[src/rtl/cpu_pkg.sv]
// rtl/cpu_pkg.sv - shared fetch-stage types and constants
package cpu_pkg;

    typedef enum logic [1:0] {
        IDLE  = 2'd0,
        REQ   = 2'd1,
        ISSUE = 2'd2
    } fetch_state_t;

    localparam logic [31:0] RESET_PC_DEFAULT = 32'h0000_0000;
    localparam int          PC_AHEAD_DEFAULT = 8;
    localparam int          WORD_BYTES       = 4;

endpackage

[src/rtl/pc_next_sel.sv]
// rtl/pc_next_sel.sv - next-pc selection: word-aligned branch target or sequential pc+4
module pc_next_sel
    import cpu_pkg::*;
#(
    parameter int ADDR_W = 32
) (
    input  logic [ADDR_W-1:0] pc,
    input  logic              branch_taken,
    input  logic [ADDR_W-1:0] branch_target,
    output logic [ADDR_W-1:0] pc_plus4,
    output logic [ADDR_W-1:0] pc_next
);

    localparam logic [ADDR_W-1:0] STEP       = ADDR_W'(WORD_BYTES);
    localparam logic [ADDR_W-1:0] ALIGN_MASK = ~ADDR_W'(WORD_BYTES - 1);

    assign pc_plus4 = pc + STEP;
    // Masking keeps every target bit in the expression while forcing word alignment.
    assign pc_next  = branch_taken ? (branch_target & ALIGN_MASK) : pc_plus4;

endmodule

[src/rtl/pc_fetch_unit.sv]
// rtl/pc_fetch_unit.sv - program counter and req/ack instruction fetch stage
module pc_fetch_unit
    import cpu_pkg::*;
#(
    parameter int                ADDR_W   = 32,
    parameter logic [ADDR_W-1:0] RESET_PC = ADDR_W'(RESET_PC_DEFAULT),
    parameter int                PC_AHEAD = PC_AHEAD_DEFAULT
) (
    input  logic              clock,
    input  logic              reset_n,
    input  logic              stall,
    input  logic              branch_taken,
    input  logic [ADDR_W-1:0] branch_target,
    output logic              imem_req,
    output logic [ADDR_W-1:0] imem_addr,
    input  logic              imem_ack,
    input  logic [31:0]       imem_rdata,
    output logic [31:0]       instr,
    output logic              instr_valid,
    output logic [ADDR_W-1:0] pc,
    output logic [ADDR_W-1:0] pc_plus4,
    output logic [ADDR_W-1:0] r15
);

    fetch_state_t      state_q;
    logic [ADDR_W-1:0] pc_q;
    logic [ADDR_W-1:0] pc_d;
    logic [31:0]       instr_q;
    logic              instr_valid_q;
    logic              imem_req_q;

    pc_next_sel #(
        .ADDR_W (ADDR_W)
    ) u_pc_next_sel (
        .pc            (pc_q),
        .branch_taken  (branch_taken),
        .branch_target (branch_target),
        .pc_plus4      (pc_plus4),
        .pc_next       (pc_d)
    );

    // Outputs are registered alongside the state so they never glitch on input changes.
    always_ff @(posedge clock or negedge reset_n) begin
        if (!reset_n) begin
            state_q       <= IDLE;
            pc_q          <= RESET_PC;
            instr_q       <= 32'h0;
            instr_valid_q <= 1'b0;
            imem_req_q    <= 1'b0;
        end else begin
            case (state_q)
                IDLE: begin
                    state_q    <= REQ;
                    imem_req_q <= 1'b1;
                end
                REQ: begin
                    if (imem_ack) begin
                        instr_q       <= imem_rdata;
                        instr_valid_q <= 1'b1;
                        imem_req_q    <= 1'b0;
                        state_q       <= ISSUE;
                    end
                end
                ISSUE: begin
                    if (!stall) begin
                        pc_q          <= pc_d;
                        instr_valid_q <= 1'b0;
                        imem_req_q    <= 1'b1;
                        state_q       <= REQ;
                    end
                end
                default: begin
                    state_q       <= IDLE;
                    instr_valid_q <= 1'b0;
                    imem_req_q    <= 1'b0;
                end
            endcase
        end
    end

    assign pc          = pc_q;
    assign imem_addr   = pc_q;
    assign instr       = instr_q;
    assign instr_valid = instr_valid_q;
    assign imem_req    = imem_req_q;
    assign r15         = pc_q + ADDR_W'(PC_AHEAD);

endmodule
[config.mk]
export PLATFORM = sky130hd
export DESIGN_NAME = pc_fetch_unit
export DESIGN_NICKNAME = d
export VERILOG_FILES = /design/src/rtl/cpu_pkg.sv /design/src/rtl/pc_next_sel.sv /design/src/rtl/pc_fetch_unit.sv
export SDC_FILE = /design/constraint.sdc
export NUM_CORES = 1
export LEC_CHECK = 0
export BUFFER_PORTS_ARGS = -buffer_cell sky130_fd_sc_hd__buf_2
export CORE_MARGIN = 8
export CORE_UTILIZATION = 40
export CTS_CLUSTER_DIAMETER = 50
export DETAILED_ROUTE_END_ITERATION = 8
export GPL_ROUTABILITY_DRIVEN = 0
export MAX_ROUTING_LAYER = met4
export PLACE_DENSITY = 0.73
export SYNTH_ARGS = -nofsm -noshare
export SYNTH_HDL_FRONTEND = slang
export SYNTH_SLANG_ARGS = --single-unit
export TNS_END_PERCENT = 20
[constraint.sdc]
create_clock -name clock -period 3 [get_ports clock]
set_input_delay 0.6 -clock clock [delete_from_list [all_inputs] [get_ports clock]]
set_output_delay 0.6 -clock clock [all_outputs]
set_load 0.03 [all_outputs]
==> impl_results.md <==
- CTS sink count: between 60 and 70
- Violated checks: negative setup slack
- Post-synth EDFFs: 0
- Most frequent cells in the layout: 219 x buf_2, 61 x dfrtp_1, 44 x nand2_1
- I/O pin total: 231
- Row cnt: 38
- CTS tree: yes
- Core area: 0.01089 sq mm
- Cells after Synth: between 400 and 500
- Post-synth cell types: between 50 and 60
- Final #Nets: 738
- Die height: approximately 120 um
- Worst EP arrival: 2400 ps
- CP endpoint kind: output port
- Final Hold Vio Count: 0
- Max VDD drop: 732.3 uV
- Synth warn: 0
- Via count: 4208
- Vias per cell: 5.170
- Skew-Pair Late Insertion Delay: 340 ps
- Worst Skew: 9.475 ps
- Final setup violating endpoints: 1
- Tot Pwr: about 7.5 mW
- Avg WL per Cell: approximately 18 um
- Post-synth ARST share: 100.0%
- Crit path kind: flip-flop to output port
- PwrDens: 1308 mW/mm^2
- Initial Util: 41.19%
- Slew Viols, Final: 0
- DRT Pass-1 Iters: 4
- GR Overflow Total: 0
- Detail Route Antenna Nets: 0
- Seq/Total Area, Yosys: between 30% and 40%
- Clock transition at path regs: 70 ps
- Startpoint types: flip-flop
- Period minus WS final: approximately 3000 ps
- Average size of a mapped cell: 9.208 sq um
- CTS Root Cell: clkbuf_8
- Most common cell after layout, fill and taps aside: buf_2
- Most common flop cell mapped by yosys: dfrtp_1
- Final worst-path cycle share: 100.0%
- Die X-Extent: about 120 um
- 1st-iter DRT viols: between 300 and 400
- Initial antenna violation count: 2
- Relative slew slack: 56.65%
- CTS buffer count: 9
- Critical Path RT: between 2000 and 2500 ps
- Max Fanout on Critical Path: 7
- Slew @ Worst Pin: roughly 650 ps
- Fraction of layout cells with a size suffix above 1: 47.32%
- Worst Hold Slack: 278.3 ps
- Worst Reg2Reg Path Length in Cells: 8
- CTS Buffer Depth: 2
- Mapped Area: 0.004484 sq mm
- Fmax: 0.3333 GHz
- Outcome: finished, violations left
- Vias in the first global route: 4544
- First-pass GRT wire length: 22870 um
- DP Wirelength: 11270 um
- Detailed Route WL: 14390 um
- Largest net degree at the start of global routing: 43
- Number of H-tree levels: 3
- RSZ-0062 raised after global routing: yes
- HP Class: primary input to asynchronous set/reset pin
- Max cap viols: 0
- Number of I/O port buffers: 220
- Leakage power: roughly 2.8 nW
- Die area: ~0.015 sq mm
- Post-route DRC: 0
- Setup WS post-layout: -0.7223 ps
- FF+latch count, synth: 66
- GRT Util Overall: slightly below 20%
- Area growth syn-to-layout: 28.52%
[power breakdown]
| part | total (mW) | switching, mW | internal, mW |
|---|---|---|---|
| logic | 4.82 | 3.32 | 1.50 |
| clock network | 0.868 | 0.354 | 0.514 |
| registers | 1.85 | 0.526 | 1.33 |
[through the flow]
step                      setup TNS (ps)  cells  setup WS [ps]  cell area (sq um)  util, %
after floorplan                        0    494          10.84               4511        -
after global placement                 0    792          342.0               5451    50.07
after detailed placement               0    792          303.2               5451    50.07
after CTS                         -39.85    808         -39.85               5687    52.23
after global routing              -531.2    814         -146.6               5763    52.93
final                            -0.7223    814        -0.7223               5763    52.93
[cells in the mapped netlist, drive strengths merged, types with 2 or more instances]
| cell type | instances | area [sq um] |
|---|---|---|
| a31oi | 3 | 18.77 |
| dfrtp | 66 | 1652 |
| nand3b | 3 | 22.52 |
| a21o | 2 | 15.01 |
| nand2 | 46 | 177.7 |
| nand3 | 23 | 127.6 |
| nor3b | 2 | 15.01 |
| nand4 | 11 | 111.4 |
| o21a | 2 | 15.01 |
| xnor2 | 34 | 297.8 |
| a311o | 2 | 20.02 |
| o22ai | 11 | 68.82 |
| and3 | 7 | 43.79 |
| or2 | 2 | 12.52 |
| nor4 | 7 | 58.81 |
| mux2 | 32 | 360.4 |
| nor2 | 27 | 101.4 |
| a21oi | 22 | 110.1 |
| clkbuf | 23 | 87.58 |
| or3 | 3 | 18.77 |
| ha | 2 | 25.02 |
| nor3 | 16 | 127.6 |
| xor2 | 21 | 183.9 |
| and2 | 3 | 18.77 |
| inv | 8 | 30.03 |
| a22oi | 4 | 30.03 |
| a2bb2oi | 12 | 105.1 |
| buf | 61 | 425.4 |
| o21ai | 19 | 95.09 |
| o22a | 2 | 17.52 |
| mux2i | 2 | 20.02 |
[routing by layer]
metal | part of all wire (%) | up-vias | track usage [%]
met2 | 49 | 164 | 32.83
met1 | 42 | 2024 | 23.14
li1 | - | 1999 | -
met5 | 0 | - | -
met3 | 6.9 | 21 | 3.609
met4 | 1.8 | 0 | 7.864
[state kept, by name, indices dropped and copies added, names as in the netlist]
register     cells
imem_req         1
instr_valid      1
state_q          2
instr           32
imem_addr       30
[path summary, 6_finish.rpt]
check                      slack, ps                        end                startpoint
max in group asynchronous       2040  imem_addr[21]$_DFFE_PN0P_                   reset_n
min                              280      instr[24]$_DFFE_PN0P_                   reset_n
min in group clock               480   imem_addr[2]$_DFFE_PN0P_          branch_target[2]
max reg2reg                      840  imem_addr[22]$_DFFE_PN0P_  imem_addr[3]$_DFFE_PN0P_
min reg2reg                      500      instr[31]$_DFFE_PN0P_     instr[31]$_DFFE_PN0P_
max                             -0.7               pc_plus4[18]  imem_addr[3]$_DFFE_PN0P_
[cells by family after synthesis]
group | after synthesis | share of synthesized area (%)
other | 1 | 0.08363
and+or+nand+nor | 153 | 19.25
adders and majority gates | 2 | 0.5579
muxes | 34 | 8.482
DFF | 66 | 36.83
xor gates and xnor gates | 55 | 10.74
buffers and inverters | 93 | 12.19
AOI/OAI and AO/OA | 83 | 11.86
[layout make-up]
cell class | count | area, sq um
fillers | 1015 | 5125
multi-input cells | 335 | 2338
flip-flops and latches | 66 | 1658
repair buffers | 246 | 1324
well taps | 140 | 175.2
clock buffers | 12 | 155.1
clock inverters | 4 | 73.82
inverters | 9 | 33.78
diodes | 2 | 5.005
[critical path, cell delays in order, from the launching register on]
cell	delay (ps)
dfrtp_1	360
buf_4	150
ha_1	290
nand3_4	160
nor4_4	380
nand4_1	250
xnor2_1	240
buf_2	230
[what timing repair did]
action                     CTS  global route
buffers inserted             0             4
resized for setup            2             9
hold buffers                 0             0
setup endpoints to repair    8            20
pin swaps                    0             2
(Power assumes the default switching activity.)
